--- config.mk ---
export PLATFORM = sky130hd
export DESIGN_NAME = icache_axi_refill_master
export DESIGN_NICKNAME = d
export VERILOG_FILES = /design/src/rtl/icache_axi_refill_master.sv
export SDC_FILE = /design/constraint.sdc
export NUM_CORES = 1
export LEC_CHECK = 0
export BUFFER_PORTS_ARGS = -buffer_cell sky130_fd_sc_hd__buf_2
export CAP_MARGIN = 20
export CORE_MARGIN = 1
export CORE_UTILIZATION = 45
export CTS_CLUSTER_DIAMETER = 150
export DETAILED_ROUTE_END_ITERATION = 10
export HOLD_SLACK_MARGIN = 0.02
export PLACE_DENSITY = 0.77
export SLEW_MARGIN = 30
export SYNTH_ARGS = -nofsm -noshare
export SYNTH_HDL_FRONTEND = slang
export SYNTH_SLANG_ARGS = --single-unit
--- constraint.sdc ---
create_clock -name aclk -period 1.6 [get_ports aclk]
set_input_delay 0.24 -clock aclk [delete_from_list [all_inputs] [get_ports aclk]]
set_output_delay 0.24 -clock aclk [all_outputs]
set_load 0.02 [all_outputs]
--- src/rtl/icache_axi_refill_master.sv ---
// AXI4 read-burst initiator that refills one icache line per request.
// Optional critical-word-first WRAP mode: define ICACHE_REFILL_WRAP_EN.
module icache_axi_refill_master #(
  parameter int unsigned LINE_BEATS = 4,
  parameter logic [3:0]  ARID_VAL   = 4'd0
) (
  input  logic                     aclk,
  input  logic                     aresetn,
  input  logic                     req_valid,
  output logic                     req_ready,
  input  logic [31:0]              req_addr,
  output logic                     resp_valid,
  input  logic                     resp_ready,
  output logic [LINE_BEATS*64-1:0] resp_line,
  output logic                     resp_err,
`ifdef ICACHE_REFILL_WRAP_EN
  output logic                     crit_valid,
  output logic [63:0]              crit_data,
`endif
  output logic [31:0]              m_araddr,
  output logic [1:0]               m_arburst,
  output logic [3:0]               m_arcache,
  output logic [3:0]               m_arid,
  output logic [7:0]               m_arlen,
  output logic                     m_arlock,
  output logic [2:0]               m_arprot,
  input  logic                     m_arready,
  output logic [2:0]               m_arsize,
  output logic                     m_arvalid,
  input  logic [63:0]              m_rdata,
  input  logic [3:0]               m_rid,
  input  logic                     m_rlast,
  output logic                     m_rready,
  input  logic [1:0]               m_rresp,
  input  logic                     m_rvalid
);

  localparam int unsigned     OFFW      = $clog2(LINE_BEATS * 8);
  localparam int unsigned     IDXW      = $clog2(LINE_BEATS);
  localparam logic [IDXW-1:0] LAST_BEAT = IDXW'(LINE_BEATS - 1);

  typedef enum logic [1:0] {S_IDLE, S_AR, S_R, S_DONE} state_t;

  state_t                         r_state, w_state_nxt;
  logic [31:0]                    r_araddr;
  logic [IDXW-1:0]                r_idx;
  logic [IDXW-1:0]                r_cnt;
  logic [LINE_BEATS-1:0][63:0]    r_line;
  logic                           r_err;
  logic                           w_req_fire;
  logic                           w_beat;
  logic                           w_beat_bad;
  logic                           w_resp_fire;
  logic [31:0]                    w_araddr;
  logic [IDXW-1:0]                w_start;

`ifdef ICACHE_REFILL_WRAP_EN
  logic        r_crit_valid;
  logic [63:0] r_crit_data;

  assign w_araddr   = {req_addr[31:3], 3'b000};
  assign w_start    = req_addr[OFFW-1:3];
  assign m_arburst  = 2'b10;
  assign crit_valid = r_crit_valid;
  assign crit_data  = r_crit_data;
`else
  assign w_araddr   = {req_addr[31:OFFW], {OFFW{1'b0}}};
  assign w_start    = '0;
  assign m_arburst  = 2'b01;
`endif

  assign w_req_fire  = (r_state == S_IDLE) && req_valid;
  assign w_beat      = (r_state == S_R) && m_rvalid;
  assign w_beat_bad  = (m_rresp != 2'b00) || (m_rid != ARID_VAL);
  assign w_resp_fire = (r_state == S_DONE) && resp_ready;

  assign req_ready  = (r_state == S_IDLE);
  assign m_arvalid  = (r_state == S_AR);
  assign m_rready   = (r_state == S_R);
  assign resp_valid = (r_state == S_DONE);
  assign resp_line  = r_line;
  assign resp_err   = r_err;
  assign m_araddr   = r_araddr;
  assign m_arlen    = 8'(LINE_BEATS - 1);
  assign m_arcache  = 4'b0000;
  assign m_arid     = ARID_VAL;
  assign m_arlock   = 1'b0;
  assign m_arprot   = 3'b100;
  assign m_arsize   = 3'b011;

  always_ff @(posedge aclk or negedge aresetn) begin
    if (!aresetn) r_state <= S_IDLE;
    else          r_state <= w_state_nxt;
  end

  // A burst ends on RLAST or on the final expected beat, whichever comes first.
  always_comb begin
    w_state_nxt = r_state;
    unique case (r_state)
      S_IDLE:  if (req_valid) w_state_nxt = S_AR;
      S_AR:    if (m_arready) w_state_nxt = S_R;
      S_R:     if (m_rvalid && (m_rlast || (r_cnt == LAST_BEAT))) w_state_nxt = S_DONE;
      S_DONE:  if (resp_ready) w_state_nxt = S_IDLE;
      default: w_state_nxt = S_IDLE;
    endcase
  end

  always_ff @(posedge aclk or negedge aresetn) begin
    if (!aresetn) begin
      r_araddr <= '0;
      r_idx    <= '0;
      r_cnt    <= '0;
      r_line   <= '0;
      r_err    <= 1'b0;
    end else begin
      if (w_req_fire) begin
        r_araddr <= w_araddr;
        r_idx    <= w_start;
        r_cnt    <= '0;
      end
      if (w_beat) begin
        r_line[r_idx] <= m_rdata;
        r_idx         <= r_idx + 1'b1;
        r_cnt         <= r_cnt + 1'b1;
        // RLAST must coincide exactly with the final beat; either mismatch is an error.
        if (w_beat_bad || (m_rlast != (r_cnt == LAST_BEAT))) r_err <= 1'b1;
      end
      if (w_resp_fire) r_err <= 1'b0;
    end
  end

`ifdef ICACHE_REFILL_WRAP_EN
  always_ff @(posedge aclk or negedge aresetn) begin
    if (!aresetn) begin
      r_crit_valid <= 1'b0;
      r_crit_data  <= '0;
    end else begin
      r_crit_valid <= w_beat && (r_cnt == '0);
      if (w_beat && (r_cnt == '0)) r_crit_data <= m_rdata;
    end
  end
`endif

endmodule
==> impl_metrics.toml, run 1 <==
[synth]
yosys_most_used_dff = "dfrtp_1"
netlist_area_um2 = 12270
ys_seq_area_share_pct = 59.13
synthCells = 676
netlist_top_cells_area = "dfrtp_1 (59%), mux2_4 (29%), mux2_1 (4.0%), buf_6 (2.2%), buf_4 (1.8%)"
synth_top_area_share_pct = 59.13
synth-edff-count = 0
synth.ff_latch_count = 290
synth_cell_types = 25
yosysWarningCount = 0
yosysTopAreaCell = "dfrtp_1"
syn-mean-instance-area_um2 = 18.16
async_reset_ff_share_pct = 100.0

[grt]
antenna_found_initial = 1
grt_pass1_wl_um = 49070
gr-total-overflow = 0
grt_start_max_net_pins = 61
grt_pass1_vias = 8451
grt_usage_pct = 22.41

[layout]
regArea_um2 = 7257
areaGrowthSynthToFinish_pct = 39.70
fin_util_pct = 63.79
final_nets = 1343
most-common-layout-cells = "buf_2 (386), dfrtp_1 (290), mux2_4 (252)"
final_common_cell = "buf_2"
fill_cells = 1901
multi_input_area_um2 = 4710
drive_above_1_share_pct = 61.80
final_area_um2 = 17150

[placed_design]
post-place-ws_ns = -0.1655
placed_cell_area_um2 = 14890
portBuffers = 391
gp_congestion = 0.8011
hpwl_um = 20350

[die]
die_h_um = 167.1
start_util_pct = 45.67
die_w_um = 167.1
io_pins = 427
dieArea_um2 = 27940
row_count = 60
core-area_um2 = 26880

[drt]
routedWlPerCell_um = 19.99
drtAntennaViolNets = 0
remaining_drc_errors = 0
wl_um = 31740
vias = 7692
drt-initial-drc-count = 383
dr_wl_met3_um = 1673
viasPerCell = 4.844
wl_met1_um = 12830
drt-pass1-iter-count = 6
wl_met2_um = 16020
routed.top_layer = "met4"

[sta]
worst_slack_ns = -0.2022
setup_viol = 261
rsz0062_at_grt = "true"
finalMaxSlewViolations = 0
fmaxAchievable_mhz = 554.9
fin_crit_sh_pct = 112.6
fin_skew_ns = 0.009731
hold_viol = 0
layout_min_cycle_time_ns = 1.802

[status]
outcome = "finished with violations"
violations = "setup timing"

[clock_tree]
clk_pin_slew_ns = 0.06
cts_buffers = 29
clk_latency_ns = 0.55
cts_tree = "yes"
clock-sinks = 290
htreeDepth = 1
clockBufferDepth = 3
cts_root_buffer = "clkbuf_16"

[worst_setup_path]
critPathKind = "flip-flop to flip-flop"
crit_fanout = 19
crit_required_ns = 2.03
end_kind = "flip-flop"
arrival_ns = 2.23
critPathLaunchType = "flip-flop"

[min_path]
holdCritPathClass = "primary input to flip-flop"

[power]
leakage_nw = 9.545
p_per_area_nw_per_um2 = 2083
ir_worst_vdd_v = 0.001325

[job]
cap_violations = 0
==> routing by layer <==
layer	up-vias	global-route usage, %
li1	3409	-
met1	3894	27.12
met2	307	39.48
met3	82	4.372
met4	0	8.696
met5	-	0
==> power by group <==
part           switching, mW  total [mW]  leakage (nW)  internal (mW)
logic                   8.31        16.1          5.40           7.78
clock network           2.81        6.97         0.487           4.16
registers               1.98        12.6          3.66           10.7
total                   13.1        35.7          9.54           22.6
==> flip-flops by register name, summed over array words and instances (netlist names) <==
register	count
resp_err	1
r_cnt	2
m_araddr	27
r_state	2
resp_line	256
r_idx	2
==> per-stage QoR <==
step	hold WS (ns)	power [mW]	cells	TNS, ns
6_report	0.09018	35.71	1588	-40.74
2_1_floorplan	-0.05559	22.53	704	-16.68
3_3_place_gp	0.1650	27.39	1433	-15.92
5_1_grt	0.09783	37.26	1588	-52.48
4_1_cts	0.05516	35.56	1583	-37.10
3_5_place_dp	0.1690	27.81	1433	-22.06
==> path summary, 6_finish.rpt <==
path | from | slack [ns] | depth (start not counted) | to
setup / recovery | r_state[0]$_DFFE_PN0P_ | -0.20 | 7 | resp_line[138]$_DFFE_PN0P_
hold / removal | m_rdata[2] | 0.09 | 2 | resp_line[2]$_DFFE_PN0P_
setup reg to reg | r_state[0]$_DFFE_PN0P_ | -0.20 | 7 | resp_line[138]$_DFFE_PN0P_
hold reg to reg | m_araddr[16]$_DFFE_PN0P_ | 0.49 | 1 | m_araddr[16]$_DFFE_PN0P_
max in group asynchronous | aresetn | 0.74 | 3 | m_araddr[31]$_DFFE_PN0P_
min in group asynchronous | aresetn | 0.18 | 2 | resp_line[100]$_DFFE_PN0P_
==> cell families (layout without fill, tap and decap cells) <==
family,Yosys count,after routing,share of synthesized area [%]
compound gates,9,9,0.5811
fa+ha+maj,11,11,1.121
buf+inv,64,606,4.506
flops,290,290,59.13
mux,284,284,33.40
other cells,2,31,0.06119
simple gates,16,16,1.203
==> critical path, cell delays in order (launching register included) <==
cell and delay, ns:
dfrtp_1 0.40, inv_2 0.07, buf_6 0.09, ha_4 0.12, and2_4 0.28, nand2_8 0.17
buf_12 0.22, mux2_4 0.32
==> what timing repair did <==
| item | CTS | global route |
|---|---|---|
| gates resized for setup | 43 | 13 |
| hold buffers | 92 | 0 |
| hold endpoints to repair | 558 | 0 |
| pin swaps | 2 | 4 |
| buffers inserted | 4 | 1 |
| cloned | 0 | 3 |
| setup endpoints to repair | 264 | 266 |
==> area by class of cell <==
class	count	share of cell area [%]
Timing Repair Buffer	546	21.83
Clock buffer	40	4.707
Inverter	6	0.1314
Clock inverter	14	1.029
Sequential cell	290	42.33
Antenna cell	1	0.01460
Tap cell	341	2.489
Multi-Input combinational cell	350	27.47
==> synth_stat cells (3+ instances only) <==
| cell type | instances |
|---|---|
| dfrtp_1 | 290 |
| mux2_4 | 240 |
| mux2_1 | 44 |
| buf_4 | 30 |
| buf_6 | 24 |
| ha_1 | 11 |
| inv_1 | 6 |
| nand2_8 | 4 |
| buf_2 | 3 |
| nor2b_1 | 3 |
(Power assumes the default switching activity.)
==> run 2, diff against run 1 <==
--- a/config.mk
+++ b/config.mk
@@ -7,8 +7,10 @@
 export LEC_CHECK = 0
 export BUFFER_PORTS_ARGS = -buffer_cell sky130_fd_sc_hd__buf_2
 export CAP_MARGIN = 20
+export CELL_PAD_IN_SITES_DETAIL_PLACEMENT = 1
+export CELL_PAD_IN_SITES_GLOBAL_PLACEMENT = 1
 export CORE_MARGIN = 1
-export CORE_UTILIZATION = 45
+export CORE_UTILIZATION = 37
 export CTS_CLUSTER_DIAMETER = 150
 export DETAILED_ROUTE_END_ITERATION = 10
 export HOLD_SLACK_MARGIN = 0.02
==> run 2 against run 1 <==
Compared with the run above:
- the run still ends with setup timing left
- clock power barely moved
- power rose by 3.3%
- final area rose by 4.5%
- global-route usage barely moved
- critical path type unchanged
- critical endpoint is now resp_line[94]$_DFFE_PN0P_
- largest cell class unchanged
==> impl_metrics.toml, run 2 (synthesis gave the netlist of run 1 again) <==
[status]
outcome = "finished with violations"
violations = "setup timing"

[drt]
remaining_drc_errors = 0
routed.top_layer = "met4"
dr_wl_met3_um = 2158
wl_um = 39100
vias = 8074
wl_met2_um = 20260
drt-initial-drc-count = 307
drtAntennaViolNets = 0
routedWlPerCell_um = 22.74
viasPerCell = 4.697
wl_met1_um = 15400
drt-pass1-iter-count = 4

[min_path]
whs_endpoint = "r_idx[0]$_DFFE_PN0P_"
hp-start = "m_rvalid"
whs_path_depth = 3
holdCritPathClass = "primary input to flip-flop"

[placed_design]
hpwl_um = 23360
placed_cell_area_um2 = 15010
gp_congestion = 0.7646
dp.cells = 1539
portBuffers = 391
post-place-ws_ns = -0.1747

[sta]
fin_skew_ns = 0.01248
finalMaxSlewViolations = 0
layout_min_cycle_time_ns = 1.780
rsz0062_at_grt = "true"
fmaxAchievable_mhz = 561.8
fin_crit_sh_pct = 111.2
hold_viol = 0
worst_slack_ns = -0.1799
setup_viol = 284

[grt]
gr-total-overflow = 0
grt_start_max_net_pins = 73
grt_pass1_wl_um = 57850
grt_pass1_vias = 9181
grt_usage_pct = 22.43
antenna_found_initial = 1

[job]
cap_violations = 0

[clock_tree]
clk_pin_slew_ns = 0.06
htreeDepth = 1
clockBufferDepth = 3
cts_root_buffer = "clkbuf_16"
cts_buffers = 31
clock-sinks = 290
cts_tree = "yes"
clk_latency_ns = 0.55

[worst_setup_path]
r2r-start = "r_state[0]$_DFFE_PN0P_"
arrival_ns = 2.20
r2r_end = "resp_line[94]$_DFFE_PN0P_"
cp_slowest_cell = "dfrtp_1"
crit_fanout = 6
cp_cell_sequence = "inv_2 -> ha_4 -> and2_4 -> buf_12 -> nand2_8 -> buf_12 -> buf_12 -> mux2_4"
worst_path_most_repeated_cell = "buf_12"
critPathLaunchType = "flip-flop"
regToRegSetupSlack_ns = -0.18
critPathKind = "flip-flop to flip-flop"
worstRegToRegCells = 8
crit_required_ns = 2.02
end_kind = "flip-flop"
crit_path_max_incr_delay_ns = 0.41

[power]
ir_worst_vdd_v = 0.001076
p_per_area_nw_per_um2 = 2059
leakage_nw = 9.822

[layout]
areaGrowthSynthToFinish_pct = 46.01
final_common_cell = "buf_2"
final_nets = 1373
multi_input_area_um2 = 4805
final_area_um2 = 17920
regArea_um2 = 7258
most-common-layout-cells = "buf_2 (386), dfrtp_1 (289), mux2_4 (256)"
fill_cells = 3230
instances_no_fill = 1719
drive_above_1_share_pct = 62.85
largest_reg_flops = 256

[die]
dieArea_um2 = 33900
core-area_um2 = 32620
start_util_pct = 37.63
die_w_um = 184.1
io_pins = 427
die_h_um = 184.1
row_count = 66
-- run 2: worst max path at each step --
stage / start / to / slack (ns) / cells after the start
after global routing: r_state[1]$_DFFE_PN0P_ / m_arvalid / -0.23 / 4
after global placement: r_state[0]$_DFFE_PN0P_ / resp_line[143]$_DFFE_PN0P_ / -0.11 / 6
after detailed placement: r_state[0]$_DFFE_PN0P_ / resp_line[127]$_DFFE_PN0P_ / -0.17 / 6
after CTS: r_state[1]$_DFFE_PN0P_ / resp_line[139]$_DFFE_PN0P_ / -0.19 / 6
after floorplan: r_state[0]$_DFFE_PN0P_ / resp_line[0]$_DFFE_PN0P_ / -0.07 / 7
final: r_state[0]$_DFFE_PN0P_ / resp_line[94]$_DFFE_PN0P_ / -0.18 / 8
-- run 2: layout make-up --
| cell class | instances | share of cell area [%] |
|---|---|---|
| multi-input combinational | 354 | 26.81 |
| clock inverter | 5 | 0.2933 |
| clock buffer | 51 | 5.195 |
| sequential | 290 | 40.50 |
| tap | 442 | 3.086 |
| timing repair buffer | 570 | 23.97 |
| inverter | 6 | 0.1257 |
| antenna | 1 | 0.01396 |
-- run 2: report_power, final --
part | leakage (nW) | switching [mW] | total (mW) | internal [mW]
Combinational | 5.69 | 8.82 | 17.0 | 8.22
Sequential | 3.66 | 2.19 | 12.9 | 10.7
Clock | 0.480 | 2.91 | 7.00 | 4.09
-- run 2: layer usage --
layer  track usage, %  vias up
li1                 -     3465
met1            26.43     4185
met2            40.14      347
met3            4.584       77
met4            8.267        0
met5                0        -
-- run 2: what timing repair did --
item | CTS | global route
gates cloned | 7 | 8
resized for setup | 97 | 11
pin swaps | 5 | 1
setup endpoints to repair | 286 | 288
endpoints found under the hold margin | 572 | 0
hold buffers | 93 | 0
buffers inserted | 14 | 4
-- run 2: critical path, delay by kind of cell, from the launching register on --
kind                     cells  cell delay [ns]
flip-flops                   1             0.41
adder cells (fa/ha/maj)      1             0.13
buffers and inverters        4             0.54
multiplexers                 1             0.31
AND/OR/NAND/NOR              2             0.25
-- run 2: through the flow --
step | TNS, ns | util, % | total power, mW | hold slack (ns)
2_1_floorplan | -16.68 | - | 22.53 | -0.05559
3_3_place_gp | -21.43 | 46.02 | 27.55 | 0.1388
3_5_place_dp | -27.64 | 46.02 | 28.13 | 0.1378
4_1_cts | -32.24 | 54.26 | 36.53 | 0.07441
5_1_grt | -47.34 | 54.94 | 38.57 | 0.1102
6_report | -33.17 | 54.94 | 36.90 | 0.1016
==> run 3, diff against run 2 <==
--- a/config.mk
+++ b/config.mk
@@ -15,6 +15,7 @@
 export DETAILED_ROUTE_END_ITERATION = 10
 export HOLD_SLACK_MARGIN = 0.02
 export PLACE_DENSITY = 0.77
+export SETUP_SLACK_MARGIN = 0.05
 export SLEW_MARGIN = 30
 export SYNTH_ARGS = -nofsm -noshare
 export SYNTH_HDL_FRONTEND = slang
==> run 3 against run 2 <==
Compared with the run above:
- the run still ends with setup timing left
- hold slack lost 0.0031 ns
- sequential power about the same
- global-route usage is 0.53 points higher
- via count grew 0.59%
- first-iteration DRC count is 15% lower
- power up 1.6%
- largest cell class unchanged
- highest routed layer unchanged
==> impl_metrics.toml, run 3 (synthesis gave the netlist of run 1 again) <==
[status]
outcome = "finished with violations"
violations = "setup timing"

[die]
dieArea_um2 = 33900
row_count = 66
die_w_um = 184.1
start_util_pct = 37.63
core-area_um2 = 32620
die_h_um = 184.1
io_pins = 427

[worst_setup_path]
worst_path_most_repeated_cell = "buf_12"
cp_slowest_cell = "dfrtp_1"
critPathKind = "flip-flop to flip-flop"
crit_required_ns = 2.02
r2r_end = "resp_line[94]$_DFFE_PN0P_"
arrival_ns = 2.22
cp_cell_sequence = "inv_2 -> ha_4 -> and2_4 -> buf_12 -> nand2_8 -> buf_12 -> buf_12 -> mux2_4"
worstSetupEndpoint = "resp_line[94]$_DFFE_PN0P_"
regToRegSetupSlack_ns = -0.20
critPathLaunchType = "flip-flop"
cp-startpoint = "r_state[0]$_DFFE_PN0P_"
crit_path_max_incr_delay_ns = 0.41
end_kind = "flip-flop"
crit_fanout = 6
worstRegToRegCells = 8
r2r-start = "r_state[0]$_DFFE_PN0P_"

[layout]
fin_util_pct = 55.57
drive_above_1_share_pct = 64.98
final_nets = 1379
fill_cells = 3208
most-common-layout-cells = "buf_2 (386), dfrtp_1 (289), mux2_4 (281)"
largest_reg_flops = 256
final_common_cell = "buf_2"
instances_no_fill = 1726
areaGrowthSynthToFinish_pct = 47.70

[placed_design]
gp_congestion = 0.7646
post-place-ws_ns = -0.1747
hpwl_um = 23360
portBuffers = 391
dp.cells = 1539

[grt]
gr-total-overflow = 0
antenna_found_initial = 2
grt_pass1_wl_um = 59110
grt_usage_pct = 22.96
grt_start_max_net_pins = 73
grt_pass1_vias = 9281

[drt]
remaining_drc_errors = 0
viasPerCell = 4.706
routedWlPerCell_um = 23.19
drt-pass1-iter-count = 4
vias = 8122
drt-initial-drc-count = 260
drtAntennaViolNets = 0
wl_um = 40020

[clock_tree]
cts_buffers = 31
cts_tree = "yes"
clockBufferDepth = 3
cts_root_buffer = "clkbuf_16"
clock-sinks = 290
clk_latency_ns = 0.55
clk_pin_slew_ns = 0.06
htreeDepth = 1

[sta]
rsz0062_at_grt = "true"
layout_min_cycle_time_ns = 1.795
setup_viol = 289
fin_crit_sh_pct = 112.2
fmaxAchievable_mhz = 557.0
fin_skew_ns = 0.01122
hold_viol = 0
worst_slack_ns = -0.1952
finalMaxSlewViolations = 0

[job]
cap_violations = 0

[power]
p_per_area_nw_per_um2 = 2069
ir_worst_vdd_v = 0.001150
leakage_nw = 10.00

[min_path]
holdCritPathClass = "primary input to flip-flop"
## run 3: final cells by class
cell class | count | area (µm²) | area share [%]
Multi-Input combinational cell | 354 | 4901 | 27.04
Clock buffer | 51 | 930.9 | 5.135
Inverter | 6 | 22.52 | 0.1242
Tap cell | 442 | 553.0 | 3.051
Clock inverter | 5 | 52.55 | 0.2899
Sequential cell | 290 | 7258 | 40.04
Timing Repair Buffer | 576 | 4404 | 24.30
Antenna cell | 2 | 5.005 | 0.02761
## run 3: layer usage
| metal | track usage (%) | wire [µm] |
|---|---|---|
| met2 | 41.29 | 21100 |
| met5 | 0 | 0 |
| met4 | 8.400 | 1123 |
| met3 | 4.446 | 2082 |
| met1 | 27.05 | 15720 |
## run 3: critical path: cells and delay by family (launching register included)
kind | cells | cell delay, ns
fa+ha+maj | 1 | 0.13
buf+inv | 4 | 0.56
flops | 1 | 0.41
mux | 1 | 0.31
simple gates | 2 | 0.25
## run 3: through the flow
stage | hold WS, ns | area [µm²] | power (mW) | TNS [ns]
finish | 0.09848 | 18130 | 37.50 | -39.25
global route | 0.1062 | 18130 | 39.14 | -51.31
CTS | 0.05863 | 17880 | 37.00 | -33.55
detailed placement | 0.1378 | 15010 | 28.13 | -27.64
global placement | 0.1388 | 15010 | 27.55 | -21.43
floorplan | -0.05559 | 12470 | 22.53 | -16.68
## run 3: power by group
group,leakage (nW),internal [mW],switching (mW)
Clock,0.480,4.09,2.90
Sequential,3.66,10.7,2.21
Combinational,5.87,8.63,9.00
## run 3: what timing repair did
action,4_1_cts,5_1_grt
endpoints found under the hold margin,572,0
cloned,8,9
setup endpoints to repair,286,292
setup buffers,20,4
pin swaps,5,2
resized for setup,119,20
hold buffers,93,0
## run 3: worst min-delay path by stage
stage	start	to	slack (ns)	cells past startpoint
2_1_floorplan	aresetn	m_araddr[10]$_DFFE_PN0P_	-0.06	0
3_3_place_gp	aresetn	resp_line[34]$_DFFE_PN0P_	0.14	1
6_report	m_rvalid	r_idx[0]$_DFFE_PN0P_	0.1	3
3_5_place_dp	aresetn	resp_line[226]$_DFFE_PN0P_	0.14	1
4_1_cts	m_rvalid	r_cnt[0]$_DFFE_PN0P_	0.06	3
5_1_grt	m_rvalid	r_cnt[0]$_DFFE_PN0P_	0.11	3
